### config.mk
export PLATFORM = sky130hd
export DESIGN_NAME = div_unit_flat
export DESIGN_NICKNAME = d
export VERILOG_FILES = /design/src/rtl/div_unit_pkg.sv /design/src/rtl/div_unit_if.sv /design/src/rtl/div_unit.sv /design/src/flat_wrapper.sv
export SDC_FILE = /design/constraint.sdc
export NUM_CORES = 1
export LEC_CHECK = 0
export ABC_AREA = 1
export BUFFER_PORTS_ARGS = -buffer_cell sky130_fd_sc_hd__buf_2
export CAP_MARGIN = 20
export CORE_UTILIZATION = 62
export CTS_BUF_LIST = sky130_fd_sc_hd__clkbuf_4
export CTS_CLUSTER_SIZE = 28
export DETAILED_ROUTE_END_ITERATION = 10
export GPL_TIMING_DRIVEN = 0
export PLACE_DENSITY_LB_ADDON = 0.25
export SKIP_CTS_REPAIR_TIMING = 1
export SYNTH_ARGS = -nofsm -noshare
export SYNTH_HDL_FRONTEND = slang
export SYNTH_SLANG_ARGS = --single-unit
### constraint.sdc
create_clock -name clk -period 6.6 [get_ports clk]
set_input_delay 0.66 -clock clk [delete_from_list [all_inputs] [get_ports clk]]
set_output_delay 0.66 -clock clk [all_outputs]
set_load 0.05 [all_outputs]
### src/rtl/div_unit_pkg.sv
// div_unit_pkg: shared width and FSM encodings for the iterative divider.
package div_unit_pkg;
    localparam int DIV_WIDTH = 32;
    localparam logic [1:0] DIV_IDLE = 2'd0;
    localparam logic [1:0] DIV_RUN  = 2'd1;
    localparam logic [1:0] DIV_DONE = 2'd2;
endpackage

### src/rtl/div_unit_if.sv
// div_unit_if: E-stage divide request/response bundle between pipeline and divider.
interface div_unit_if
    import div_unit_pkg::*;
#(
    parameter int WIDTH = DIV_WIDTH
);
    logic             start;
    logic             signed_div;
    logic             annul;
    logic [WIDTH-1:0] a;
    logic [WIDTH-1:0] b;
    logic             busy;
    logic             done;
    logic [WIDTH-1:0] quot;
    logic [WIDTH-1:0] rem;
    modport master (output start, signed_div, annul, a, b, input busy, done, quot, rem);
    modport slave  (input start, signed_div, annul, a, b, output busy, done, quot, rem);
endinterface

### src/rtl/div_unit.sv
// div_unit: radix-2 restoring divider, quotient to LO and remainder to HI,
// one step per cycle with a stall request while working.
module div_unit
    import div_unit_pkg::*;
#(
    parameter int WIDTH = DIV_WIDTH
) (
    input logic       clk,
    input logic       rst,
    div_unit_if.slave bus
);
    logic [1:0]       state;
    logic [5:0]       count;
    logic [WIDTH-1:0] r, q, bm;
    logic             sa, sb, sd, bz;
    logic [WIDTH-1:0] a_abs, b_abs, r_nxt, q_nxt, q_fix, r_fix;
    logic [WIDTH:0]   rs, diff;
    logic             issue, last;

    always_comb begin
        a_abs = (bus.signed_div && bus.a[WIDTH-1]) ? -bus.a : bus.a;
        b_abs = (bus.signed_div && bus.b[WIDTH-1]) ? -bus.b : bus.b;
        rs    = {r, q[WIDTH-1]};
        diff  = rs - {1'b0, bm};
        r_nxt = diff[WIDTH] ? rs[WIDTH-1:0] : diff[WIDTH-1:0];
        q_nxt = {q[WIDTH-2:0], ~diff[WIDTH]};
        // With a zero divisor every step subtracts nothing, so r_nxt already ends as |a|.
        q_fix = bz ? '1 : (sd && (sa ^ sb)) ? -q_nxt : q_nxt;
        r_fix = (sd && sa) ? -r_nxt : r_nxt;
        issue = (state == DIV_IDLE) && bus.start && !bus.annul;
        last  = count == 6'(WIDTH - 1);
    end

    assign bus.busy = !rst && (issue || state == DIV_RUN);
    assign bus.done = state == DIV_DONE;

    always_ff @(posedge clk or posedge rst) begin
        if (rst) begin
            state    <= DIV_IDLE;
            count    <= '0;
            r        <= '0;
            q        <= '0;
            bm       <= '0;
            sa       <= 1'b0;
            sb       <= 1'b0;
            sd       <= 1'b0;
            bz       <= 1'b0;
            bus.quot <= '0;
            bus.rem  <= '0;
        end else begin
            case (state)
                DIV_IDLE: if (issue) begin
                    state <= DIV_RUN;
                    count <= '0;
                    r     <= '0;
                    q     <= a_abs;
                    bm    <= b_abs;
                    sa    <= bus.signed_div && bus.a[WIDTH-1];
                    sb    <= bus.signed_div && bus.b[WIDTH-1];
                    sd    <= bus.signed_div;
                    bz    <= bus.b == '0;
                end
                DIV_RUN: begin
                    r     <= r_nxt;
                    q     <= q_nxt;
                    count <= count + 6'd1;
                    // A flush always beats completion, even on the final step.
                    if (bus.annul) begin
                        state <= DIV_IDLE;
                    end else if (last) begin
                        state    <= DIV_DONE;
                        bus.quot <= q_fix;
                        bus.rem  <= r_fix;
                    end
                end
                default: state <= DIV_IDLE;
            endcase
        end
    end
endmodule

### src/flat_wrapper.sv
// flat-port wrapper written by rule: the top's interface ports become plain ports
module div_unit_flat import div_unit_pkg::*;
#(
    parameter int WIDTH = DIV_WIDTH
)
  (clk, rst, bus_start, bus_signed_div, bus_annul, bus_a, bus_b, bus_busy, bus_done, bus_quot, bus_rem);
  div_unit_if #(.WIDTH(WIDTH)) bus_i ();
  input logic clk;
  input logic rst;
  input wire logic [$bits(bus_i.start)-1:0] bus_start;
  input wire logic [$bits(bus_i.signed_div)-1:0] bus_signed_div;
  input wire logic [$bits(bus_i.annul)-1:0] bus_annul;
  input wire logic [$bits(bus_i.a)-1:0] bus_a;
  input wire logic [$bits(bus_i.b)-1:0] bus_b;
  output wire logic [$bits(bus_i.busy)-1:0] bus_busy;
  output wire logic [$bits(bus_i.done)-1:0] bus_done;
  output wire logic [$bits(bus_i.quot)-1:0] bus_quot;
  output wire logic [$bits(bus_i.rem)-1:0] bus_rem;
  assign bus_i.start = bus_start;
  assign bus_i.signed_div = bus_signed_div;
  assign bus_i.annul = bus_annul;
  assign bus_i.a = bus_a;
  assign bus_i.b = bus_b;
  assign bus_busy = bus_i.busy;
  assign bus_done = bus_i.done;
  assign bus_quot = bus_i.quot;
  assign bus_rem = bus_i.rem;
  div_unit #(.WIDTH(WIDTH)) u_core (.clk(clk), .rst(rst), .bus(bus_i));
endmodule
# Yosys cells after proc, flatten, opt, wreduce, memory -nomap -nowiden
# Cells that the tools add are included.
classes:
  mux: 16
  n_eq_ne: 5
  add_sub_neg: 6
  n_reduce_logical: 17
  n_bitwise: 3
ops:
  columns: ["operator", "count"]
  rows:
  - ["2-to-1 mux 32 bit", 8]
  - ["negator 32 bit", 4]
  - ["one-hot mux 32 bit (2 select lines)", 2]
  - ["subtractor 33 x 32 -> 33 bit", 1]
  - ["zero test 32 bit", 1]
  - ["one-hot mux 6 bit (2 select lines)", 1]
  - ["logical AND 1 bit", 7]
  - ["adder 6 x 1 -> 6 bit, second input constant", 1]
  - ["equality test 6 x 5 -> 1 bit, second input constant", 1]
  - ["2-to-1 mux 2 bit", 3]
  - ["2-to-1 mux 6 bit", 1]
  - ["AND reduction 2 bit", 3]
  - ["one-hot mux 2 bit (2 select lines)", 1]
  - ["inequality test 3 x 2 -> 1 bit, second input constant", 1]
  - ["AND reduction 3 bit", 1]
  - ["equality test 2 x 1 -> 1 bit, second input constant", 1]
  - ["equality test 2 bit, second input constant", 1]
  - ["zero test 1 bit", 2]
  - ["zero test 2 bit", 1]
  - ["inequality test 2 x 1 -> 1 bit, second input constant", 1]
  - ["NOT 1 bit", 2]
  - ["nonzero test 2 bit", 1]
  - ["logical OR 1 bit", 1]
  - ["XOR 1 bit", 1]
totals:
  wordCells: 58
  regBits: 172
  out_inout_bits: 66
  input_bits: 69

# Longest topological paths before layout
# Gate-level depths: netlist (run 1).
logic_depth:
  word_depth: 5
  ltp_mapped: 34
  depth_no_buf: 33

# Worst setup path after synthesis (run 1)
# No wires, ideal clock.
synth_timing:
  path_kind: "flip-flop to flip-flop"
  from: "reg u_core.bm[0]"
  to: "reg u_core.bus.quot[28]"
  t_required_ns: 6.535
  n_path_buf: 1
  arrival_ns: 3.789
  path_stages_with_launch: 34
  setup_ns: 0.065
  path_slack_ns: 2.746
  synth_period_minus_slack_ns: 3.854
  cell_sequence: "dfrtp_1 > ha_1 > fa_1 > inv_1 > nand2_1 > nand2_1 > nand3_1 > nand2_2 > nand2_4 > nand2_4 > nand2_4 > nand2_4 > nand2_4 > nand2_8 > buf_6 > ha_1 > nand3_1 > nor3_1 > nand3_1 > inv_1 > nand2_1 > inv_1 > nand2_1 > nor2_1 > nand2_1 > nand2_1 > nand2_1 > a21oi_1 > o21ai_0 > nor2_1 > nor2_1 > nand2_1 > o21ai_0 > inv_1"
synth_between:
  elab_chain_len: 5
synth_rtl:
  columns: ["element", "line_no", "text"]
  rows:
  - ["start, declared", "div_unit.sv:14", "logic [WIDTH-1:0] r, q, bm;"]
  - ["start signal, assigned", "div_unit.sv:57", "bm <= b_abs;"]
  - ["subtractor 33 x 32 -> 33 bit", "div_unit.sv:24", "diff = rs - {1'b0, bm};"]
  - ["NOT 1 bit", "div_unit.sv:26", "q_nxt = {q[WIDTH-2:0], ~diff[WIDTH]};"]
  - ["negator 32 bit", "div_unit.sv:28", "q_fix = bz ? '1 : (sd && (sa ^ sb)) ? -q_nxt : q_nxt;"]
  - ["2-to-1 mux 32 bit (2 in a row)", "div_unit.sv:28", null]
  - ["end signal, assigned", "div_unit.sv:72", "bus.quot <= q_fix;"]
  - ["end, declared", "div_unit_if.sv:17", "modport slave (input start, signed_div, annul, a, b, output busy, done, quot, rem);"]
# No other way between the ends.
# A chain may end at the register's enable or synchronous reset.

# Worst setup path in the final report (run 1)
layout_timing:
  from: "reg u_core.q[31]"
  to: "reg u_core.bus.quot[28]"
layout_between:
  elab_chain_len: 5
layout_rtl:
  columns: ["element", "line_no", "text"]
  rows:
  - ["start, declared", "div_unit.sv:14", null]
  - ["start signal, assigned", "div_unit.sv:56", "q <= a_abs;"]
  - ["start signal, assigned", "div_unit.sv:65", "q <= q_nxt;"]
  - ["subtractor 33 x 32 -> 33 bit", "div_unit.sv:24", null]
  - ["NOT 1 bit", "div_unit.sv:26", null]
  - ["negator 32 bit", "div_unit.sv:28", null]
  - ["2-to-1 mux 32 bit (2 in a row)", "div_unit.sv:28", null]
# No other way between the ends.

==> summary.md, run 1 <==
The sequential cell area was 0.00430 mm^2. The tools report the I/O pin count as 135. Starting density of the core: 0.634.

The slowest library cell on the worst path is sky130_fd_sc_hd__fa_1. The top flip-flop cell by instance count after synthesis is sky130_fd_sc_hd__dfrtp_1. By instance count, the cell type seen most on the critical path is sky130_fd_sc_hd__nand2_1. Number of cell instances on the worst register-to-register path: 34.

In this run the cell area measured after placement is 0.0144 mm^2. The endpoint of the most critical register-to-register path is u_core.bus.quot[28]. The final period utilization works out to 0.735.

The number of antenna violations at the first check in global routing is 1, and the number of maximum-capacitance violations is 0. The count of clock tree sinks is 172. The required time of the critical path was 7.16 ns; the portion of the post-synthesis area used by sequential elements was 0.322. The worst hold path belongs to the class in2async. Timing would allow up to 0.206 GHz.

The floorplan has 53 rows. The clock tree synthesis step divided the H-tree into 4 levels. In this run the critical register-to-register path is launched from u_core.q[31].

The root buffer cell chosen for the clock tree is sky130_fd_sc_hd__clkbuf_4. The number of global-route vias before repair is 13,200. The largest clock skew in the final design came out at 0.0475 ns. For the part of the power in the clock network, the log shows 0.087. The logs give 67.2 mm for the wire length of the first global-routing pass and 0.207 for the share of total power in sequential cells. For the placeable core region, the log shows 0.0211 mm^2. The run finished with clean final reports. Across all setup checks in the final design, the least slack found is 1.75 ns. The cell-internal power is 3.05 mW, and the fraction of synthesis flops using an asynchronous set or reset pin is 1.00.

In this run the mean area of a mapped cell was 6.45 um^2. For this run, the slowest stage of the critical path takes 0.40 ns. The run gives 0 as the post-detailed-route count of antenna-violating nets. Floorplan die width: 149 um. After detailed routing, the number of vias per cell comes to 5.67. For this block, the via count after detailed routing is 14,300. The first detailed-routing pass took 6 iterations. After the last flow step, the layout net total stands at 2,332.

Overall fraction of global-route tracks in use: 0.397. For this block, the initial DRC count from the detailed router was 1,107. The number of warning messages in the yosys log was 0; the clock-pin slew on the worst setup and hold paths was 0.17 ns. The number of flip-flops and latches in the synthesized netlist is 172, and the final setup TNS is 0 ns. The count of flip-flops with a built-in enable after synthesis is 0, and the layout filler cell count is 1,959.

The number of failing hold endpoints at the final stage was 0; the slew at the pin closest to its max-slew limit was 0.686 ns. The switching power was 4.21 mW. The routed design has 42.9 mm of wire. The number of distinct library cells after synthesis is 50, and the synthesized net count is 2,178. Entering global routing, the biggest net connects 93 pins.

Setup violations remaining at the end of the flow were counted as 0. The worst setup path category is reg2reg. Setup repair after global routing left no endpoint under its margin.

The tools report the die footprint as 0.0222 mm^2. For the final global-route overflow total, the log shows 0. The power density of the placed cells works out to 493 mW/mm^2.

The proportion of layout cells with a drive suffix above 1 is 0.113, and the arrival time at the worst endpoint is 5.41 ns. The total count of max-transition violations in the final report is 0, and the largest fanout on the critical path is 10. Compared with the post-synthesis result, the final layout area differs by 10.1%.

Summing every instance area after synthesis gives 0.0134 mm^2. The tools report the count of unresolved DRC violations after routing as 0. The worst setup path is captured at a flop.

The floorplan step set the die height to 149 um. In the final layout, the multi-input gates occupy 0.00758 mm^2. In this run, CTS created clock tree buffers numbering 17. Prior to clock tree synthesis, the placed netlist has a worst setup slack of 1.91 ns.

The library cell used most frequently in the layout, excluding fill and tap cells, is sky130_fd_sc_hd__nand2_1. The count of buffers inserted at the top-level ports came out at 134. The time the final worst path needs with I/O delays and setup is 4.85 ns, and the detailed placer's ending HPWL is 34.5 mm. The number of instances in the synthesized netlist is 2,071. Across all register-to-register paths, the minimum setup slack is 1.75 ns. For the leakage component of the power, the log shows 8.20 nW. VDD sags by at most 309 uV.

Part of the total power dissipated in combinational logic: 0.705. The tools report the normalized max-slew margin as 0.539. The tools report the utilization of the core after routing as 0.698. No sink is reached through more buffers than the 2 on the longest clock path. The later pin in the worst-skew pair is clocked with a latency of 0.63 ns.

The kind of start point of the critical path is a flop. The finished cells cover 0.0147 mm^2. The per-cell routed wire length was 17.1 um; the switching part of the total was 0.580.

The run gives 0.132 ns as the worst hold slack. TritonCTS built the clock tree. In the layout the commonest cells are sky130_fd_sc_hd__nand2_1, sky130_fd_sc_hd__inv_1, sky130_fd_sc_hd__nor2_1. The tools report the global placement routability congestion as 1.02.
power by group through the flow:
stage | clock network (mW) | logic, mW | registers (mW)
floorplan | 0 | 3.74 | 1.45
global placement | 0 | 4.93 | 1.51
detailed placement | 0 | 5.02 | 1.52
CTS | 0.638 | 5.04 | 1.50
global route | 0.678 | 5.68 | 1.52
finish | 0.634 | 5.12 | 1.51
kinds of logic after synthesis:
group	count (synthesis)	synth area share
AND/OR/NAND/NOR	1186	0.379
XOR/XNOR	72	0.0472
flip-flops	172	0.322
adder cells (fa/ha/maj)	38	0.0361
buffers and inverters	374	0.111
AO/OA/AOI/OAI	229	0.105
Yosys cell counts, types with 2 or more instances:
cell type	n	area (um^2)
sky130_fd_sc_hd__o21ai_0	75	375
sky130_fd_sc_hd__o22ai_1	40	250
sky130_fd_sc_hd__nand3_1	162	811
sky130_fd_sc_hd__nand2_1	695	2610
sky130_fd_sc_hd__nand3b_1	13	97.6
sky130_fd_sc_hd__nor2_2	12	75.1
sky130_fd_sc_hd__or2_2	6	37.5
sky130_fd_sc_hd__xnor2_1	15	131
sky130_fd_sc_hd__buf_1	4	15.0
sky130_fd_sc_hd__o31ai_1	5	37.5
sky130_fd_sc_hd__a21oi_2	3	26.3
sky130_fd_sc_hd__nand3_4	2	35.0
sky130_fd_sc_hd__nand2_2	29	181
sky130_fd_sc_hd__buf_4	2	15.0
sky130_fd_sc_hd__buf_2	6	30.0
sky130_fd_sc_hd__dfrtp_1	172	4300
sky130_fd_sc_hd__nand2_4	6	67.6
sky130_fd_sc_hd__inv_1	304	1140
sky130_fd_sc_hd__a21oi_1	37	185
sky130_fd_sc_hd__o21ai_1	5	25.0
sky130_fd_sc_hd__a31oi_1	20	125
sky130_fd_sc_hd__nor2_4	2	22.5
sky130_fd_sc_hd__inv_2	2	7.51
sky130_fd_sc_hd__o221ai_1	29	254
sky130_fd_sc_hd__nor3_1	18	90.1
sky130_fd_sc_hd__nor2_1	207	777
sky130_fd_sc_hd__nor4_1	7	43.8
sky130_fd_sc_hd__buf_6	6	67.6
sky130_fd_sc_hd__o21bai_1	4	30.0
sky130_fd_sc_hd__clkinv_1	5	18.8
sky130_fd_sc_hd__nand2_8	3	60.1
sky130_fd_sc_hd__o211ai_1	3	22.5
sky130_fd_sc_hd__clkbuf_1	44	165
sky130_fd_sc_hd__ha_1	37	463
sky130_fd_sc_hd__nand4_1	20	125
sky130_fd_sc_hd__xor2_1	57	499
routing by layer:
layer  GRT usage  up-vias  share of wire
li1            -     6890              -
met1       0.503     6596           0.41
met2       0.654      635           0.47
met3      0.0495      138          0.070
met4       0.226        0          0.056
met5           0        -              0
worst max-delay path by stage:
| stage | from | endpoint | slack (ns) |
|---|---|---|---|
| detailed placement | u_core.q[31] | u_core.bus.quot[28] | 1.91 |
| global placement | rst | u_core.bus.rem[5] | -0.65 |
| global route | u_core.q[31] | u_core.bus.quot[28] | 1.39 |
| floorplan | rst | u_core.bm[0] | 1.28 |
| CTS | u_core.q[31] | u_core.bus.quot[28] | 1.84 |
| finish | u_core.q[31] | u_core.bus.quot[28] | 1.75 |
state kept, by name, indices dropped and copies added (netlist names), 2 cells and up:
name	flops
u_core.bus.rem	32
u_core.r	32
u_core.bm	32
u_core.bus.quot	32
u_core.state	2
u_core.count	6
u_core.q	32
critical path: cells and delay by family, from the launching register on:
family / cells / cell delay [ns]
AOI/OAI and AO/OA: 3 / 0.60
adders and majority gates: 3 / 0.85
buffers and inverters: 6 / 0.67
DFF: 1 / 0.36
and+or+nand+nor: 22 / 2.28
final cells by class:
cell class,count,area share
Multi-Input combinational cell,1525,0.515
Sequential cell,172,0.293
Inverter,311,0.0798
Timing Repair Buffer,135,0.0474
Tap cell,275,0.0234
Buffer,63,0.0213
Clock inverter,15,0.0113
Clock buffer,17,0.00867
Antenna cell,1,0.000170
stage by stage:
step | std cells | total power [mW]
2_1_floorplan | 2071 | 5.19
4_1_cts | 2513 | 7.17
5_1_grt | 2514 | 7.88
3_5_place_dp | 2481 | 6.53
3_3_place_gp | 2480 | 6.43
6_report | 2514 | 7.26
(Power assumes the default switching activity.)
==> run 2, diff against run 1 <==
- clock period: 6.6 -> 4.61 ns (I/O delays scaled with it)
==> summary.md, run 2 (same netlist as run 1, synthesis figures left out) <==
The uppermost layer routed is met4 (unchanged). The run gives 0 (unchanged) as the post-detailed-route count of antenna-violating nets. The global placement routability congestion came out at 1.03 (was 1.02). The run finished with clean final reports.

The synthesis-to-layout area growth works out to 11.3% (was 10.1%). Slew at the pin closest to its max-slew limit: 0.708 ns (was 0.686 ns). Worst vdd rail ir drop: 468 uV (was 309 uV). The floorplan die width was 149 um (unchanged); the final-stage net count was 2,340 (was 2,332). The total via count in the routed design was 14,200 (was 14,300); the maximum level of the CTS H-tree was 4 (unchanged).

I/O pin count: 135 (unchanged). The total detailed-routing wirelength is 42.3 mm (was 42.9 mm). The worst setup path category is reg2reg (unchanged). The tools report the kind of start point of the critical path as a flop (unchanged). The chip height is 149 um (unchanged), and the wire length of the first global-routing pass is 66.7 mm (was 67.2 mm).

The length of routed wiring on met1 is 16.9 mm (was 17.5 mm), and the clock network latency to the later pin of the worst-skew pair is 0.62 ns (was 0.63 ns). Time the final worst path needs with I/O delays and setup: 4.36 ns (was 4.85 ns). Arrival time at the worst endpoint: 4.93 ns (was 5.41 ns). The number of DRC markers after the initial detailed-route iteration is 1,556 (was 1,107), and the delay of the slowest critical-path stage is 0.49 ns (was 0.40 ns). Commonest cells after routing, fill and taps aside: sky130_fd_sc_hd__nand2_1, sky130_fd_sc_hd__inv_1, sky130_fd_sc_hd__nor2_1 (unchanged). TritonCTS built the clock tree. The largest net degree at the start of global routing is 41 (was 93), and the number of buffers added by the clock tree synthesis step is 17 (unchanged). The logs give 6 (unchanged) for the number of iterations in the first detailed-routing pass and 0.0383 ns (was 0.0475 ns) for the largest clock skew in the final design. The cell repeated most along the worst path was sky130_fd_sc_hd__nand2_1 (unchanged).

The run gives 0.634 (unchanged) as the starting density of the core. The start point of the critical path is u_core.bm[0] (was u_core.q[31]). The type of the most critical hold path was in2reg (was in2async). For the count of clock tree sinks, the log shows 172 (unchanged).

The tools report the cell at the root of the clock tree as sky130_fd_sc_hd__clkbuf_4 (unchanged). The slowest library cell on the worst path was sky130_fd_sc_hd__dfrtp_2 (was sky130_fd_sc_hd__fa_1). The clock-pin slew on the worst setup and hold paths came out at 0.17 ns (about the same). The proportion of layout cells with a drive suffix above 1 was 0.120 (was 0.113); the final period utilization was 0.946 (was 0.735).

The tools report the endpoint class of the critical path as a flop (unchanged). The number of global-route vias before repair came out at 13,100 (was 13,200). For the count of unresolved DRC violations after routing, the log shows 0 (unchanged). The run gives 0.0149 mm^2 (was 0.0147 mm^2) as the final standard cell area without fillers. The required time of the critical path was 5.18 ns (was 7.16 ns); the count of buffers inserted at the top-level ports was 134 (unchanged). The run gives 0.526 (was 0.539) as the normalized max-slew margin.

The origin of the critical flop-to-flop path is u_core.bm[0] (was u_core.q[31]). The power density of the placed cells came out at 705 mW/mm^2 (was 493 mW/mm^2). The logs give 0 (unchanged) for the count of final setup violators and 0.229 GHz (was 0.206 GHz) for the top achievable clock speed. The logs give 0 (unchanged) for the number of failing hold endpoints at the final stage and 0.392 (was 0.397) for the overall fraction of global-route tracks in use.

Via density per instance: 5.62 (was 5.67). The maximum root-to-sink buffer count was 2 (unchanged); the largest fanout on the critical path was 10 (unchanged). Setup slack of the most critical reg-to-reg path: 0.25 ns (was 1.75 ns).

The amount of wire on met3 after detailed routing is 3.51 mm (was 3.01 mm). The number of maximum-capacitance violations was 0 (unchanged); the layout filler cell count was 1,948 (was 1,959). The most common cell after layout, fill and taps aside is sky130_fd_sc_hd__nand2_1 (unchanged).

The tools report the instance area at placement as 0.0145 mm^2 (was 0.0144 mm^2). The met2 wirelength from detailed routing is 20.1 mm (was 20.0 mm). The leakage component of the power was 8.25 nW (was 8.20 nW); the total count of max-transition violations in the final report was 0 (unchanged).

Beginning of the worst hold path: bus_annul. The logs give 33.9 mm (was 34.5 mm) for the detailed placer's ending HPWL and 1 (unchanged) for the number of antenna violations at the first check in global routing. The tools report the final global-route overflow total as 0 (unchanged). Cell row count: 53 (unchanged). The per-cell routed wire length is 16.8 um (was 17.1 um), and the worst hold slack is 0.0533 ns (was 0.132 ns). The die footprint is 0.0222 mm^2 (unchanged). For the placeable core region, the log shows 0.0211 mm^2 (unchanged).
==> run 2: cell count changes in the layout (fill, tap and decap cells not counted), sizes merged <==
cell / delta
buf: +7
bufinv: +1
clkinv: +1
dlygate4sd3: +1
inv: -2
==> run 2: stage by stage <==
step	utilization	std cells	setup TNS, ns	total power, mW	worst slack (ns)
2_1_floorplan	-	2071	0	7.43	0.756
3_3_place_gp	0.682	2480	0	9.14	0.0309
3_5_place_dp	0.687	2485	-0.105	9.30	-0.0931
4_1_cts	0.702	2517	-0.247	10.3	-0.173
5_1_grt	0.705	2522	-0.0181	11.4	-0.0181
6_report	0.705	2522	0	10.5	0.249
==> run 2: path summary, 6_finish.rpt <==
check | to | depth (start not counted)
max in group asynchronous | u_core.r[21] | 6
worst min register to register | u_core.bus.rem[26] | 2
worst max register to register | u_core.bus.quot[26] | 31
worst max-delay path | u_core.bus.quot[26] | 31
min in group asynchronous | u_core.bus.quot[21] | 3
worst min-delay path | u_core.state[0] | 2
==> run 2: where the power goes <==
group | switching [mW] | internal (mW)
clock | 0.668 | 0.308
sequential | 0.345 | 1.81
combinational | 5.01 | 2.34
total | 6.03 | 4.46
==> run 2: final cells by class <==
cell class,count,area (um^2),share of cell area
clock inverter,15,193,0.0130
clock buffer,17,128,0.00858
sequential,172,4310,0.289
tap,275,344,0.0231
antenna,1,2.50,0.000168
inverter,311,1170,0.0787
buffer,63,313,0.0210
timing repair buffer,143,803,0.0540
multi-input combinational,1525,7610,0.512
==> run 2: routing by layer <==
metal	GRT usage	vias up
met5	0	-
met4	0.169	0
met3	0.0602	111
met2	0.651	666
met1	0.508	6492
li1	-	6901
==> run 2: worst max-delay path, delay by kind of cell (launching register included) <==
| kind | cells | cell delay [ns] |
|---|---|---|
| buffers and inverters | 6 | 0.67 |
| DFF | 1 | 0.49 |
| AOI/OAI and AO/OA | 2 | 0.28 |
| xor gates and xnor gates | 1 | 0.15 |
| and+or+nand+nor | 19 | 1.95 |
| adders and majority gates | 3 | 0.77 |
